## config.mk

```make
export PLATFORM = sky130hd
export DESIGN_NAME = uart_rx_fifo_flat
export DESIGN_NICKNAME = d
export VERILOG_FILES = /design/src/rtl/uart_rx_fifo_if.sv /design/src/rtl/uart_rx_fifo.sv /design/src/flat_wrapper.sv
export SDC_FILE = /design/constraint.sdc
export NUM_CORES = 1
export LEC_CHECK = 0
export BUFFER_PORTS_ARGS = -buffer_cell sky130_fd_sc_hd__clkbuf_2
export CORE_MARGIN = 4
export CORE_UTILIZATION = 41
export DETAILED_ROUTE_END_ITERATION = 6
export PLACE_DENSITY = 0.66
export SLEW_MARGIN = 20
export SYNTH_ARGS = -nofsm -noshare
export SYNTH_HDL_FRONTEND = slang
export SYNTH_SLANG_ARGS = --single-unit
```

## constraint.sdc

```tcl
create_clock -name clk -period 4.2 [get_ports clk]
set_clock_uncertainty 0.15 [all_clocks]
set_input_delay 1.26 -clock clk [delete_from_list [all_inputs] [get_ports clk]]
set_output_delay 1.26 -clock clk [all_outputs]
set_load 0.005 [all_outputs]
```

## src/rtl/uart_rx_fifo_if.sv

```systemverilog
// Receive stream from uart_rx_fifo to its consumer: head-of-FIFO frame plus its error flags.
// One entry leaves on every clk edge where m_valid && m_ready.
interface uart_rx_fifo_if;
    logic [7:0] m_data;
    logic       m_frame_err;
    logic       m_parity_err;
    logic       m_break;
    logic       m_valid;
    logic       m_ready;

    modport master (output m_data, m_frame_err, m_parity_err, m_break, m_valid, input m_ready);
    modport slave  (input m_data, m_frame_err, m_parity_err, m_break, m_valid, output m_ready);
endinterface

```

## src/rtl/uart_rx_fifo.sv

```systemverilog
// 16x-oversampled UART receiver with 3-sample majority vote, feeding a DEPTH-entry frame FIFO.
// Entry lands one clk after the final stop-bit sample; a full FIFO without a pop drops it and pulses overrun.

module sync_fifo #(
    parameter int WIDTH = 11,
    parameter int DEPTH = 8
) (
    input  logic             clk,
    input  logic             rst,
    input  logic             push,
    input  logic [WIDTH-1:0] push_dat,
    input  logic             pop,
    output logic [WIDTH-1:0] head_dat,
    output logic             empty,
    output logic             full
);
    localparam int AW = $clog2(DEPTH);

    logic [WIDTH-1:0] mem [DEPTH];
    logic [AW:0]      wr_ptr;
    logic [AW:0]      rd_ptr;
    logic             do_push;
    logic             do_pop;

    // Extra pointer bit tells full from empty when the indices match.
    assign empty    = (wr_ptr == rd_ptr);
    assign full     = (wr_ptr[AW] != rd_ptr[AW]) && (wr_ptr[AW-1:0] == rd_ptr[AW-1:0]);
    assign do_pop   = pop && !empty;
    assign do_push  = push && (!full || do_pop);
    assign head_dat = mem[rd_ptr[AW-1:0]];

    always_ff @(posedge clk or posedge rst) begin
        if (rst) begin
            wr_ptr <= '0;
            rd_ptr <= '0;
        end else begin
            if (do_push) wr_ptr <= wr_ptr + 1'b1;
            if (do_pop)  rd_ptr <= rd_ptr + 1'b1;
        end
    end

    always_ff @(posedge clk) begin
        if (do_push) mem[wr_ptr[AW-1:0]] <= push_dat;
    end
endmodule

module uart_rx_fifo #(
    parameter int DEPTH = 8,
    parameter int DIV_W = 16
) (
    input  logic             clk,
    input  logic             rst,
    input  logic             rx,
    input  logic             rx_en,
    input  logic [DIV_W-1:0] div,
    input  logic [3:0]       length,
    input  logic             parity_en,
    input  logic             parity_type,
    input  logic             stop2,
    uart_rx_fifo_if.master   m,
    output logic             overrun,
    output logic             busy
);
    typedef enum logic [2:0] {
        S_IDLE, S_START, S_DATA, S_PARITY, S_STOP1, S_STOP2
    } state_t;

    state_t           state;
    logic             rx_s1;
    logic             rx_s2;
    logic [DIV_W-1:0] tick_cnt;
    logic [DIV_W-1:0] div_eff;
    logic             tick;
    logic             mid;
    logic             at_end;
    logic [3:0]       idx;
    logic [3:0]       bit_cnt;
    logic [3:0]       len_l;
    logic             par_en_l;
    logic             par_type_l;
    logic             stop2_l;
    logic             armed;
    logic             smp7;
    logic             smp8;
    logic             maj;
    logic [7:0]       data_sh;
    logic             frame_err;
    logic             parity_err;
    logic             all_zero;
    logic             push_vld;
    logic [10:0]      push_dat;
    logic [10:0]      head_dat;
    logic             fifo_empty;
    logic             fifo_full;

    always_ff @(posedge clk or posedge rst) begin
        if (rst) begin
            rx_s1 <= 1'b1;
            rx_s2 <= 1'b1;
        end else begin
            rx_s1 <= rx;
            rx_s2 <= rx_s1;
        end
    end

    assign div_eff = (div == '0) ? {{(DIV_W-1){1'b0}}, 1'b1} : div;
    assign tick    = (tick_cnt >= div_eff - 1'b1);
    assign mid     = tick && (idx == 4'd9);
    assign at_end  = tick && (idx == 4'd15);
    // Third vote is the live sample taken on the index-9 tick.
    assign maj     = (smp7 & smp8) | (smp7 & rx_s2) | (smp8 & rx_s2);
    assign busy    = (state != S_IDLE);

    always_ff @(posedge clk or posedge rst) begin
        if (rst) begin
            state      <= S_IDLE;
            tick_cnt   <= '0;
            idx        <= '0;
            bit_cnt    <= '0;
            len_l      <= 4'd8;
            par_en_l   <= 1'b0;
            par_type_l <= 1'b0;
            stop2_l    <= 1'b0;
            armed      <= 1'b1;
            smp7       <= 1'b0;
            smp8       <= 1'b0;
            data_sh    <= '0;
            frame_err  <= 1'b0;
            parity_err <= 1'b0;
            all_zero   <= 1'b0;
            push_vld   <= 1'b0;
            push_dat   <= '0;
            overrun    <= 1'b0;
        end else begin
            push_vld <= 1'b0;
            overrun  <= push_vld && fifo_full && !m.m_ready;
            tick_cnt <= tick ? '0 : tick_cnt + 1'b1;
            if (tick) begin
                idx <= idx + 1'b1;
                if (idx == 4'd7) smp7 <= rx_s2;
                if (idx == 4'd8) smp8 <= rx_s2;
            end

            case (state)
                S_IDLE: begin
                    if (rx_s2) armed <= 1'b1;
                    if (armed && rx_en && !rx_s2) begin
                        state      <= S_START;
                        armed      <= 1'b0;
                        tick_cnt   <= '0;
                        idx        <= '0;
                        bit_cnt    <= '0;
                        len_l      <= (length >= 4'd5 && length <= 4'd8) ? length : 4'd8;
                        par_en_l   <= parity_en;
                        par_type_l <= parity_type;
                        stop2_l    <= stop2;
                        data_sh    <= '0;
                        frame_err  <= 1'b0;
                        parity_err <= 1'b0;
                        all_zero   <= 1'b1;
                    end
                end
                S_START: begin
                    if (mid && maj)  state <= S_IDLE;
                    else if (at_end) state <= S_DATA;
                end
                S_DATA: begin
                    if (mid) begin
                        data_sh[bit_cnt[2:0]] <= maj;
                        if (maj) all_zero <= 1'b0;
                    end
                    if (at_end) begin
                        bit_cnt <= bit_cnt + 1'b1;
                        if (bit_cnt == len_l - 4'd1) state <= par_en_l ? S_PARITY : S_STOP1;
                    end
                end
                S_PARITY: begin
                    if (mid) begin
                        if (maj != (par_type_l ? ^data_sh : ~^data_sh)) parity_err <= 1'b1;
                        if (maj) all_zero <= 1'b0;
                    end
                    if (at_end) state <= S_STOP1;
                end
                S_STOP1: begin
                    if (mid) begin
                        if (!maj) frame_err <= 1'b1;
                        all_zero <= all_zero && !maj;
                        // Leaving at mid-stop gives half a bit of margin to catch the next start edge.
                        if (!stop2_l) begin
                            push_vld <= 1'b1;
                            push_dat <= {all_zero && !maj, parity_err, frame_err || !maj, data_sh};
                            state    <= S_IDLE;
                        end
                    end
                    if (at_end) state <= S_STOP2;
                end
                S_STOP2: begin
                    if (mid) begin
                        push_vld <= 1'b1;
                        push_dat <= {all_zero, parity_err, frame_err || !maj, data_sh};
                        state    <= S_IDLE;
                    end
                end
                default: state <= S_IDLE;
            endcase
        end
    end

    sync_fifo #(.WIDTH(11), .DEPTH(DEPTH)) u_fifo (
        .clk      (clk),
        .rst      (rst),
        .push     (push_vld),
        .push_dat (push_dat),
        .pop      (m.m_ready),
        .head_dat (head_dat),
        .empty    (fifo_empty),
        .full     (fifo_full)
    );

    assign m.m_valid = !fifo_empty;
    assign {m.m_break, m.m_parity_err, m.m_frame_err, m.m_data} = fifo_empty ? 11'd0 : head_dat;
endmodule

```

## src/flat_wrapper.sv

```systemverilog
// flat-port wrapper written by rule: the top's interface ports become plain ports
module uart_rx_fifo_flat 
#(
    parameter int DEPTH = 8,
    parameter int DIV_W = 16
)
  (clk, rst, rx, rx_en, div, length, parity_en, parity_type, stop2, overrun, busy, m_m_data, m_m_frame_err, m_m_parity_err, m_m_break, m_m_valid, m_m_ready);
  uart_rx_fifo_if m_i ();
  input  logic clk;
  input  logic rst;
  input  logic rx;
  input  logic rx_en;
  input  logic [DIV_W-1:0] div;
  input  logic [3:0] length;
  input  logic parity_en;
  input  logic parity_type;
  input  logic stop2;
  output logic overrun;
  output logic busy;
  output wire logic [$bits(m_i.m_data)-1:0] m_m_data;
  output wire logic [$bits(m_i.m_frame_err)-1:0] m_m_frame_err;
  output wire logic [$bits(m_i.m_parity_err)-1:0] m_m_parity_err;
  output wire logic [$bits(m_i.m_break)-1:0] m_m_break;
  output wire logic [$bits(m_i.m_valid)-1:0] m_m_valid;
  input wire logic [$bits(m_i.m_ready)-1:0] m_m_ready;
  assign m_m_data = m_i.m_data;
  assign m_m_frame_err = m_i.m_frame_err;
  assign m_m_parity_err = m_i.m_parity_err;
  assign m_m_break = m_i.m_break;
  assign m_m_valid = m_i.m_valid;
  assign m_i.m_ready = m_m_ready;
  uart_rx_fifo #(.DEPTH(DEPTH), .DIV_W(DIV_W)) u_core (.clk(clk), .rst(rst), .rx(rx), .rx_en(rx_en), .div(div), .length(length), .parity_en(parity_en), .parity_type(parity_type), .stop2(stop2), .m(m_i), .overrun(overrun), .busy(busy));
endmodule
```

# Yosys cells after proc, flatten, opt, wreduce, memory -nomap -nowiden
# Memories as Yosys holds them, arrays and structs flattened.
# Index checks and enable logic that the tools add are counted.
# word_totals
ramBits,88
regBits,71
romBits,0
latch_bits,0
output_inout_bits,14
memories,1
# mem_list
memory,depth,width,rd,rd_clocked_by_memory_dff,wr,line,source
u_core.u_fifo.mem,8,11,1,0,1,uart_rx_fifo.sv:19,logic [WIDTH-1:0] mem [DEPTH];
# classes
eq_ne,30
n_mux,55
div_mod_pow,0
bitwise,5
n_addsub,7
n_lt_le_gt_ge,5
mul,0
n_reduce_logical,43
shift,0
# op_table
op,n
16-bit two-way mux,4
11-bit two-way mux,4
3-bit two-way mux,11
4-bit two-way mux,6
"2-bit by 1-bit != test with 1-bit output, second input constant",11
11-bit case mux with 2 select lines,1
1-bit two-way mux,18
3-bit case mux with 6 select lines,1
"16-bit by 1-bit adder with 16-bit output, second input constant",1
"4-bit by 1-bit adder with 4-bit output, second input constant",4
16-bit greater-or-equal comparator,1
16-bit zero test,1
8-bit two-way mux,2
8-bit case mux with 2 select lines,1
"16-bit by 1-bit subtractor with 16-bit output, second input constant",1
1-bit logical AND,13
"4-bit equality test, second input constant",3
4-bit AND reduction,3
2-bit nonzero test,5
8-bit bitwise mux,1
4-bit equality test,2
4-bit case mux with 2 select lines,1
2-bit AND reduction,4
8-bit AND reduction,1
other kinds (28),45

# Longest topological paths before layout
# Gate-level depths: netlist (run 1).
# depth
depth_word,8
depth_mapped,18
mapped_depth_nobuf,16

# Cells and area by module
# From an unflattened synthesis (run 1), not the netlist that was laid out.
# unflattened
hier_cells,599
area_unflattened_um2,7780.0
# modules_own_cells
module,seq_area_each_um2,area_per_inst_um2,cells_each,n_inst
sync_fifo,2842.7,3948.8,185,1
uart_rx_fifo,1581.5,3831.2,414,1

# Worst setup path after synthesis (run 1)
# OpenSTA, ideal clock, no wires.
# synth_path
path_type,in2reg
startpoint,in div[9]
endpoint,reg u_core.push_dat[8]
arrival_time_ns,4.824
setup_ns,0.124
path_slack_ns,-0.898
cell_stages,17
path_buffers,1
required_time_ns,3.926
cell_sequence,or4_1 or3_4 nor4_1 a21oi_1 ha_1 nand2b_1 or3_1 nor2_1 xnor2_1 ha_1 nand4_1 nor4_1 a31oi_1 a21oi_2 nand2_1 buf_4 o31a_1
# synth_between
elab_chain_len,7
elab_cells_between_ends,8
classes_between,1 x add/sub; 1 x order compare; 2 x eq/ne; 1 x mux; 3 x reduce/logical
# synth_rtl
element,line,source
start: declaration,flat_wrapper.sv:13,input logic [DIV_W-1:0] div;
16-bit zero test,uart_rx_fifo.sv:106,"assign div_eff = (div == '0) ? {{(DIV_W-1){1'b0}}, 1'b1} : div;"
16-bit two-way mux *,uart_rx_fifo.sv:106,
16-bit by 1-bit subtractor with 16-bit output *,uart_rx_fifo.sv:107,assign tick = (tick_cnt >= div_eff - 1'b1);
16-bit greater-or-equal comparator *,uart_rx_fifo.sv:107,
1-bit logical AND *,uart_rx_fifo.sv:108,assign mid = tick && (idx == 4'd9);
2-bit by 1-bit != test with 1-bit output (no line),--,
4-bit AND reduction (no line) *,--,
end signal: assignment,uart_rx_fifo.sv:191,"push_dat <= {all_zero && !maj, parity_err, frame_err || !maj, data_sh};"
end signal: assignment,uart_rx_fifo.sv:200,"push_dat <= {all_zero, parity_err, frame_err || !maj, data_sh};"
end: declaration,uart_rx_fifo.sv:91,logic [10:0] push_dat;
# Every way passes the cells marked *; elsewhere a longest branch is shown, timed or not.
# A chain may end at the register's enable or synchronous reset.

# Worst setup path in the final report (run 1)
# layout_path
startpoint,in div[9]
endpoint,reg u_core.push_dat[3]
# Same word-level chain as after synthesis.

==> impl_metrics.py, run 1 <==
metrics = {
    "outcome": {
        "run_status": "finished with violations",
        "violated_checks": "setup timing",
    },
    "logic_synthesis": {
        "netlist_top_cells_count": "88 x edfxtp_1, 67 x dfrtp_1, 51 x nor2_1",
        "most_area_consuming_cells_after_synthesis": "edfxtp_1 35%, dfrtp_1 22%, mux4_2 6.6%",
        "synth_top_cell_by_area": "edfxtp_1",
        "register_bit_total_from_synthesis": 159,
        "synth_top_area_share": 0.350,
        "synthDistinctLibCells": 58,
        "synth.most_common_cell": "edfxtp_1",
        "synth-edff-count": 88,
        "postSynthAreaPerCell_sq_um": 13.0,
        "synth_sequential_area_ratio": 0.586,
        "postSynth.asyncResetShare": 0.447,
        "synthesis.nets": 634,
        "synth_top_flop_cell": "edfxtp_1",
        "yosysWarningCount": 0,
        "syn-cell-area_sq_um": 7550,
        "post_synth_inst_count": 581,
    },
    "clock_network": {
        "cts.hold.buffers_added": 0,
        "clock_tree_from_tritoncts": "done",
        "cts.clk_slew.worst_paths_ns": 0.07,
        "clock_latency_ns": 0.43,
        "tritoncts_buffers": 17,
        "cts_max_level": 4,
        "cts_root_buffer": "clkbuf_16",
        "clock_sinks": 159,
        "clock_path_buffers": 2,
    },
    "critical_path": {
        "critPathBufInv": 4,
        "crit_path_max_fanout": 6,
        "setup.worst_path.end_class": "flop",
        "critical_path_required_ns": 4.36,
        "cp.arrival_ns": 4.75,
        "timing.critical_path.max_delay_family": "simple AND/OR/NAND/NOR gates",
        "crit_path_cell_trace": "buf_6 > or4_4 > or3_4 > nor4_4 > a21oi_2 > ha_2 > nand2b_1 > or3_4 > nor2_1 > xnor2_1 > ha_1 > nand4_1 > buf_4 > nor2_2 > a22oi_2 > buf_4 > a21oi_4 > buf_12 > nand2_4 > mux2_4",
        "critPathKind": "input port to flop",
        "critPathMaxStageDelay_ns": 0.52,
        "start_kind": "input port",
        "crit_slowest_cell": "or4_4",
    },
    "pwr": {
        "cellInternalPower_mw": 2.82,
        "lkg_pwr_nw": 3.92,
        "power.switching_fraction": 0.282,
        "p_sw_mw": 1.11,
        "p_seq_frac": 0.450,
        "vdd.ir_drop.worst_mv": 0.435,
        "power_frac_clock": 0.382,
        "pwr_density_cell_nw_per_um2": 428,
        "pwr-share-comb": 0.169,
    },
    "timing": {
        "hold_violations": 0,
        "setup_total_negative_slack_ns": -14.85,
        "finalCriticalPeriod_ns": 4.59,
        "worst_pin_slew_ns": 0.991,
        "unrepaired_setup_endpoints_after_global_routing": "yes",
        "finalCritPeriodShare": 1.09,
        "drv_slew": 0,
        "timing.slew.headroom": 0.337,
        "clock.fmax_ghz": 0.218,
        "final-setup-viol-count": 52,
        "post_route_worst_setup_slack_ns": -0.391,
    },
    "floorplan": {
        "design.core.area_sq_um": 18000,
        "floorplan.initialDensity": 0.419,
        "fp.dieArea_sq_um": 20600,
        "io_pins": 42,
        "die-height_um": 144,
        "die-width_um": 144,
        "standard_cell_row_count": 49,
    },
    "place": {
        "post-place-ws_ns": -0.850,
        "placement.io_buffers": 41,
        "finalWeightedCongestion": 0.802,
        "dp.final_hpwl_mm": 9.99,
    },
    "layout": {
        "antenna_cells_inserted": 0,
        "layout-drive-gt1-share": 0.302,
        "synthToLayoutAreaGrowth_pct": 21.7,
        "nets": 726,
        "finalCoreUtilization": 0.509,
    },
    "drt": {
        "detail_route.wirelength_mm": 15.0,
        "detail_route.iter0.violations": 226,
        "route.detailed.vias_per_inst": 5.26,
        "post_detailed_route_wirelength_per_cell_um": 16.4,
        "via_count": 4810,
        "drc_viols": 0,
        "antenna_viol_nets_final": 0,
        "dr.pass1.iters": 4,
    },
    "min_path": {
        "worstHoldPathType": "flop to flop",
    },
    "global_route": {
        "antenna_found_initial": 0,
        "first_global_vias": 4934,
        "grt_max_degree": 55,
        "grt_first_pass_wirelength_mm": 24.9,
        "global_route.usage.total": 0.154,
        "aggregate_global_routing_overflow": 0,
    },
    "run": {
        "max_cap_violations": 0,
    },
}
[state kept, by name, indices dropped and copies added, names as in the netlist, 3 cells and up]
name	cells
u_core.len_l	4
u_core.push_dat	11
u_core.state	3
u_core.data_sh	8
u_core.bit_cnt	4
u_core.u_fifo.rd_ptr	4
u_core.tick_cnt	16
u_core.u_fifo.mem	88
u_core.idx	4
u_core.u_fifo.wr_ptr	4
[repair_timing]
item | CTS | global route
gates resized for setup | 14 | 22
buffers inserted | 2 | 7
cloned | 1 | 1
pin swaps | 4 | 9
setup endpoints to repair | 52 | 52
[placed cells by master (no fill, tap or decap), types with 6 or more instances in the layout]
cell       count
mux2_2        12
clkbuf_16     17
o21ai_0       12
clkbuf_2      40
nor2_1        49
inv_1         16
edfxtp_1      88
ha_1          24
nor3_1        11
mux2i_1       19
xor2_1        19
buf_4         50
xnor2_1       33
buf_6          6
nand3_1       13
nand4b_1       6
dfrtp_1       67
mux4_2        22
nand2_1       45
a21oi_1        9
nand4_1       16
nor2b_1        8
[kinds of logic (layout without fill, tap and decap cells)]
group,after synthesis,after routing,synth area share
AND/OR/NAND/NOR,189,190,0.125
flip-flops,159,159,0.586
AO/OA/AOI/OAI,56,56,0.0507
multiplexers,55,55,0.112
XOR/XNOR,52,52,0.0603
buffers and inverters,45,149,0.0247
adder cells (fa/ha/maj),25,25,0.0414
[power groups by stage]
stage | clock network [mW] | logic [mW] | registers, mW
floorplan | 0 | 0.507 | 1.76
global placement | 0 | 0.660 | 1.80
detailed placement | 0 | 0.676 | 1.80
CTS | 1.53 | 0.681 | 1.77
global route | 1.60 | 0.739 | 1.78
finish | 1.50 | 0.662 | 1.77
[metrics by stage]
stage	power (mW)	std cells	area (sq um)	hold slack (ns)
global route	4.12	915	9180	0.218
finish	3.93	915	9180	0.212
global placement	2.46	872	8360	0.198
detailed placement	2.47	872	8360	0.205
CTS	3.97	907	9030	0.214
floorplan	2.27	581	7600	0.195
[final timing paths]
| kind | from | endpoint | slack (ns) | depth (start not counted) |
|---|---|---|---|---|
| worst max-delay path | div[9] | u_core.push_dat[3] | -0.39 | 20 |
| worst min-delay path | u_core.rx_s1 | u_core.rx_s2 | 0.21 | 0 |
| worst max register to register | u_core.state[0] | u_core.state[0] | 1.52 | 5 |
| worst min register to register | u_core.rx_s1 | u_core.rx_s2 | 0.21 | 0 |
| max in group asynchronous | rst | u_core.bit_cnt[0] | 2.24 | 3 |
| min in group asynchronous | rst | u_core.tick_cnt[15] | 0.64 | 2 |
[routing by layer]
layer / up-vias / track usage / wire length [um]
li1: 2321 / - / -
met1: 2404 / 0.199 / 6670
met2: 67 / 0.264 / 7700
met3: 18 / 0.0329 / 393
met4: 0 / 0.0446 / 199
met5: - / 0 / 0
[final cells by class]
type	count	area, sq um
inverter	17	63.8
sequential	159	4420
multi-input combinational	378	3100
tap	229	287
clock inverter	15	166
fill	1556	8840
timing repair buffer	100	713
clock buffer	17	425
Note: power is estimated with default switching activity, not from simulation.
==> inputs of run 2 (changes only) <==
--- a/config.mk
+++ b/config.mk
@@ -6,10 +6,12 @@
 export NUM_CORES = 1
 export LEC_CHECK = 0
 export BUFFER_PORTS_ARGS = -buffer_cell sky130_fd_sc_hd__clkbuf_2
+export CELL_PAD_IN_SITES_DETAIL_PLACEMENT = 0
+export CELL_PAD_IN_SITES_GLOBAL_PLACEMENT = 1
 export CORE_MARGIN = 4
 export CORE_UTILIZATION = 41
 export DETAILED_ROUTE_END_ITERATION = 6
-export PLACE_DENSITY = 0.66
+export PLACE_DENSITY = 0.76
 export SLEW_MARGIN = 20
 export SYNTH_ARGS = -nofsm -noshare
 export SYNTH_HDL_FRONTEND = slang
==> impl_metrics.py, run 2 (synthesis gave the netlist of run 1 again) <==
metrics = {
    "place": {
        "placement.io_buffers": 41,
        "dp_area_sq_um": 8390,
        "dp.final_hpwl_mm": 10.2,
        "finalWeightedCongestion": 0.830,
    },
    "pwr": {
        "pwr_density_cell_nw_per_um2": 424,
        "vdd.ir_drop.worst_mv": 0.621,
        "power.total_mw": 3.91,
        "lkg_pwr_nw": 3.93,
    },
    "run": {
        "max_cap_violations": 0,
    },
    "clock_network": {
        "clock_path_buffers": 2,
        "cts.clk_slew.worst_paths_ns": 0.06,
        "cts_max_level": 4,
        "clock_tree_from_tritoncts": "done",
        "tritoncts_buffers": 17,
        "cts_root_buffer": "clkbuf_16",
        "clock_latency_ns": 0.42,
        "clock_sinks": 159,
    },
    "critical_path": {
        "critical_path_required_ns": 4.38,
        "crit_path_cell_trace": "clkbuf_2 > or4_4 > or3_4 > nor4_4 > a21oi_2 > ha_2 > nand2b_1 > or3_4 > nor3_2 > xnor2_1 > ha_1 > nand4_1 > nor4_2 > a31oi_2 > a21oi_4 > buf_12 > buf_8 > nand4b_1 > mux2i_1",
        "timing.critical_path.max_delay_family": "simple AND/OR/NAND/NOR gates",
        "crit_path_max_fanout": 5,
        "critPathMaxStageDelay_ns": 0.53,
        "critPathBufInv": 3,
        "cp.arrival_ns": 4.79,
        "critPathMostFrequentCell": "or3_4",
        "setup.worst_path.end_class": "flop",
        "crit_slowest_cell": "or4_4",
        "start_kind": "input port",
        "critPathKind": "input port to flop",
    },
    "layout": {
        "final_design_area_no_fill_sq_um": 9220,
        "layout.cells.most_common_list": "88 x edfxtp_1, 67 x dfrtp_1, 49 x buf_4",
        "antenna_cells_inserted": 0,
        "layout-drive-gt1-share": 0.313,
        "synthToLayoutAreaGrowth_pct": 22.1,
        "final_common_cell": "edfxtp_1",
        "largest_register_ffs": 88,
        "final.fill_count": 1533,
        "nets": 728,
    },
    "timing": {
        "clock.fmax_ghz": 0.217,
        "setup_total_negative_slack_ns": -16.66,
        "drv_slew": 0,
        "finalCritPeriodShare": 1.10,
        "worst_pin_slew_ns": 0.955,
        "hold_violations": 0,
        "finalCriticalPeriod_ns": 4.61,
        "post_route_worst_setup_slack_ns": -0.405,
        "final-setup-viol-count": 52,
        "timing.slew.headroom": 0.361,
        "unrepaired_setup_endpoints_after_global_routing": "yes",
        "worst_hold_slack_ns": 0.208,
    },
    "floorplan": {
        "floorplan.initialDensity": 0.419,
        "design.core.area_sq_um": 18000,
        "die-width_um": 144,
        "io_pins": 42,
        "standard_cell_row_count": 49,
        "fp.dieArea_sq_um": 20600,
        "die-height_um": 144,
    },
    "drt": {
        "detail_route.iter0.violations": 226,
        "route.detailed.vias_per_inst": 5.19,
        "dr.pass1.iters": 4,
        "post_detailed_route_wirelength_per_cell_um": 16.4,
        "detail_route.wirelength_mm": 15.0,
        "drc_viols": 0,
        "via_count": 4760,
        "antenna_viol_nets_final": 0,
    },
    "global_route": {
        "antenna_found_initial": 0,
        "global_route.usage.total": 0.154,
        "aggregate_global_routing_overflow": 0,
        "grt_first_pass_wirelength_mm": 24.8,
        "grt_max_degree": 37,
        "first_global_vias": 4849,
    },
    "min_path": {
        "worstHoldPathType": "flop to flop",
    },
    "outcome": {
        "run_status": "finished with violations",
        "violated_checks": "setup timing",
    },
}
run 2: layout make-up:
class                      count  area [sq um]  area share
clock buffer                  19           433      0.0470
sequential                   159          4420       0.480
tap                          229           287      0.0311
timing repair buffer         102           743      0.0807
inverter                      17          63.8     0.00692
clock inverter                13           131      0.0143
multi-input combinational    378          3130       0.340
run 2: stage by stage:
stage,setup WS (ns),util,cells
after floorplan,-0.702,-,581
after global placement,-0.780,0.465,875
after detailed placement,-0.878,0.465,875
after CTS,-0.430,0.506,915
after global routing,-0.538,0.511,917
final,-0.405,0.511,917
run 2: final timing paths:
kind / start / endpoint / slack [ns] / cells past startpoint
min in group asynchronous: rst / u_core.u_fifo.wr_ptr[1] / 0.64 / 2
worst min-delay path: u_core.rx_s1 / u_core.rx_s2 / 0.21 / 0
worst min register to register: u_core.rx_s1 / u_core.rx_s2 / 0.21 / 0
worst max-delay path: div[9] / u_core.data_sh[4] / -0.41 / 19
max in group asynchronous: rst / u_core.len_l[3] / 2.44 / 3
worst max register to register: u_core.tick_cnt[0] / u_core.smp8 / 1.38 / 9
run 2: repair_timing:
| item | 4_1_cts | 5_1_grt |
|---|---|---|
| pin swaps | 15 | 8 |
| buffers inserted | 5 | 2 |
| hold buffers | 0 | 0 |
| resized for setup | 23 | 24 |
| cloned | 3 | 1 |
| setup endpoints to repair | 52 | 52 |
run 2: layer usage:
metal / GRT usage / vias to the layer above / part of all wire
met5: 0 / - / 0
met4: 0.0436 / 0 / 0.0065
met3: 0.0363 / 8 / 0.033
met2: 0.258 / 75 / 0.50
met1: 0.201 / 2347 / 0.46
li1: - / 2330 / -
run 2: power breakdown:
group	switching [mW]	internal, mW
Clock	0.640	0.829
Sequential	0.0761	1.69
Combinational	0.332	0.346
Total	1.05	2.86
run 2: worst reg2reg max path: cells and delay by family (launching register included):
| family | cells | cell delay, ns |
|---|---|---|
| AO/OA/AOI/OAI | 2 | 0.79 |
| flip-flops | 1 | 0.49 |
| multiplexers | 1 | 0.34 |
| buffers and inverters | 2 | 0.33 |
| AND/OR/NAND/NOR | 3 | 0.31 |
| adder cells (fa/ha/maj) | 1 | 0.28 |
==> inputs of run 3 (changes only) <==
--- a/config.mk
+++ b/config.mk
@@ -8,10 +8,9 @@
 export BUFFER_PORTS_ARGS = -buffer_cell sky130_fd_sc_hd__clkbuf_2
 export CELL_PAD_IN_SITES_DETAIL_PLACEMENT = 0
 export CELL_PAD_IN_SITES_GLOBAL_PLACEMENT = 1
-export CORE_MARGIN = 4
 export CORE_UTILIZATION = 41
 export DETAILED_ROUTE_END_ITERATION = 6
-export PLACE_DENSITY = 0.76
+export PLACE_DENSITY_LB_ADDON = 0.12
 export SLEW_MARGIN = 20
 export SYNTH_ARGS = -nofsm -noshare
 export SYNTH_HDL_FRONTEND = slang
==> impl_metrics.py, run 3 (synthesis gave the netlist of run 1 again) <==
metrics = {
    "outcome": {
        "run_status": "finished with violations",
        "violated_checks": "setup timing",
    },
    "critical_path": {
        "rr_worst_depth": 10,
        "critPathMaxStageDelay_ns": 0.52,
        "start_kind": "input port",
        "critPathKind": "input port to flop",
        "critPathMostFrequentCell": "or3_4",
        "reg2reg_from": "u_core.tick_cnt[0]",
        "crit_slowest_cell": "or4_4",
        "critical_path.endpoint": "u_core.push_dat[10]",
        "reg2reg_setup_slack_ns": 1.44,
        "critical_path_required_ns": 4.34,
        "critPathBufInv": 2,
        "cp.depth": 18,
        "worstReg2RegEnd": "u_core.state[0]",
        "cp.arrival_ns": 4.85,
        "setup.worst_path.end_class": "flop",
        "timing.critical_path.max_delay_family": "simple AND/OR/NAND/NOR gates",
        "setup.worst_path.start": "div[9]",
        "crit_path_cell_trace": "buf_6 > or4_4 > or3_4 > nor4_4 > a21oi_2 > ha_2 > nand2b_1 > or3_4 > nor2_2 > xnor2_1 > ha_1 > nand4_1 > nor4_2 > a31oi_2 > a21oi_4 > buf_12 > nand2_4 > mux2_2",
        "crit_path_max_fanout": 6,
    },
    "pwr": {
        "p_seq_frac": 0.433,
        "vdd.ir_drop.worst_mv": 0.473,
        "power_frac_clock": 0.395,
        "p_sw_mw": 1.08,
        "power.switching_fraction": 0.268,
        "cellInternalPower_mw": 2.94,
        "pwr-share-comb": 0.172,
        "pwr_density_cell_nw_per_um2": 431,
        "lkg_pwr_nw": 4.00,
    },
    "clock_network": {
        "cts_max_level": 4,
        "tritoncts_buffers": 17,
        "clock_path_buffers": 2,
        "clock_sinks": 159,
        "clock_tree_from_tritoncts": "done",
        "clock_latency_ns": 0.42,
        "cts_root_buffer": "clkbuf_16",
        "cts.clk_slew.worst_paths_ns": 0.07,
        "cts.hold.buffers_added": 0,
    },
    "drt": {
        "via_count": 4765,
        "detail_route.wirelength_mm": 15.1,
        "antenna_viol_nets_final": 0,
        "drc_viols": 0,
        "post_detailed_route_wirelength_per_cell_um": 16.4,
        "route.detailed.vias_per_inst": 5.17,
        "detail_route.iter0.violations": 209,
        "dr.pass1.iters": 4,
    },
    "timing": {
        "hold_violations": 0,
        "final-setup-viol-count": 52,
        "finalCriticalPeriod_ns": 4.70,
        "setup_total_negative_slack_ns": -20.48,
        "clock.fmax_ghz": 0.213,
        "drv_slew": 0,
        "worst_pin_slew_ns": 0.777,
        "unrepaired_setup_endpoints_after_global_routing": "yes",
        "worst_hold_slack_ns": 0.208,
        "timing.slew.headroom": 0.482,
        "post_route_worst_setup_slack_ns": -0.504,
        "finalCritPeriodShare": 1.12,
    },
    "global_route": {
        "first_global_vias": 4984,
        "global_route.usage.total": 0.175,
        "grt_first_pass_wirelength_mm": 24.9,
        "aggregate_global_routing_overflow": 0,
        "grt_max_degree": 35,
        "antenna_found_initial": 0,
    },
    "min_path": {
        "holdCritStartpoint": "u_core.rx_s1",
        "worstHoldPathType": "flop to flop",
    },
    "place": {
        "dp.final_hpwl_mm": 9.95,
        "finalWeightedCongestion": 0.740,
        "dp_cells": 879,
        "placement.io_buffers": 41,
    },
    "layout": {
        "instances_no_fill": 922,
        "nets": 733,
        "synthToLayoutAreaGrowth_pct": 23.5,
        "final.fill_count": 1603,
        "antenna_cells_inserted": 0,
        "layout-drive-gt1-share": 0.316,
        "largest_register_ffs": 88,
        "final_common_cell": "edfxtp_1",
        "layout.cells.most_common_list": "88 x edfxtp_1, 67 x dfrtp_1, 55 x buf_4",
    },
    "floorplan": {
        "design.core.area_sq_um": 18000,
        "die-width_um": 138,
        "die-height_um": 138,
        "floorplan.initialDensity": 0.419,
        "io_pins": 42,
        "standard_cell_row_count": 49,
        "fp.dieArea_sq_um": 19000,
    },
    "run": {
        "max_cap_violations": 0,
    },
}
[run 3: power by group through the flow]
stage	clock, mW	sequential [mW]	combinational [mW]
after floorplan	0	1.76	0.507
after global placement	0	1.77	0.691
after detailed placement	0	1.77	0.701
after CTS	1.63	1.74	0.708
after global routing	1.69	1.75	0.772
final	1.59	1.74	0.690
[run 3: layout make-up]
cell class                      count  area, sq um  share of cell area
Tap cell                          229          287              0.0307
Sequential cell                   159         4420               0.475
Inverter                           17         63.8             0.00684
Clock buffer                       18          429              0.0460
Multi-Input combinational cell    378         3140               0.337
Clock inverter                     14          188              0.0201
Timing Repair Buffer              107          791              0.0848
[run 3: metrics by stage]
| step | total power [mW] | utilization | setup WS (ns) | cell area (sq um) |
|---|---|---|---|---|
| after floorplan | 2.27 | - | -0.702 | 7600 |
| after global placement | 2.46 | 0.467 | -0.815 | 8420 |
| after detailed placement | 2.48 | 0.467 | -0.993 | 8420 |
| after CTS | 4.08 | 0.513 | -0.490 | 9250 |
| after global routing | 4.21 | 0.517 | -0.666 | 9320 |
| final | 4.02 | 0.517 | -0.504 | 9320 |
[run 3: worst min path at each step]
stage / to / slack, ns / depth (start not counted)
floorplan: u_core.rx_s2 / 0.20 / 0
global placement: u_core.rx_s2 / 0.20 / 0
detailed placement: u_core.rx_s2 / 0.20 / 0
CTS: u_core.rx_s2 / 0.21 / 0
global route: u_core.rx_s2 / 0.22 / 0
finish: u_core.rx_s2 / 0.21 / 0
[run 3: routing by layer]
metal	global-route usage	vias up	part of all wire
li1	-	2338	-
met1	0.216	2345	0.45
met2	0.308	67	0.51
met3	0.0309	15	0.023
met4	0.0562	0	0.012
met5	0	-	0
[run 3: timing repair]
item / in CTS / in global routing
pin swaps: 13 / 6
gates cloned: 3 / 0
buffers inserted: 6 / 4
gates resized for setup: 28 / 13
setup endpoints to repair: 52 / 52
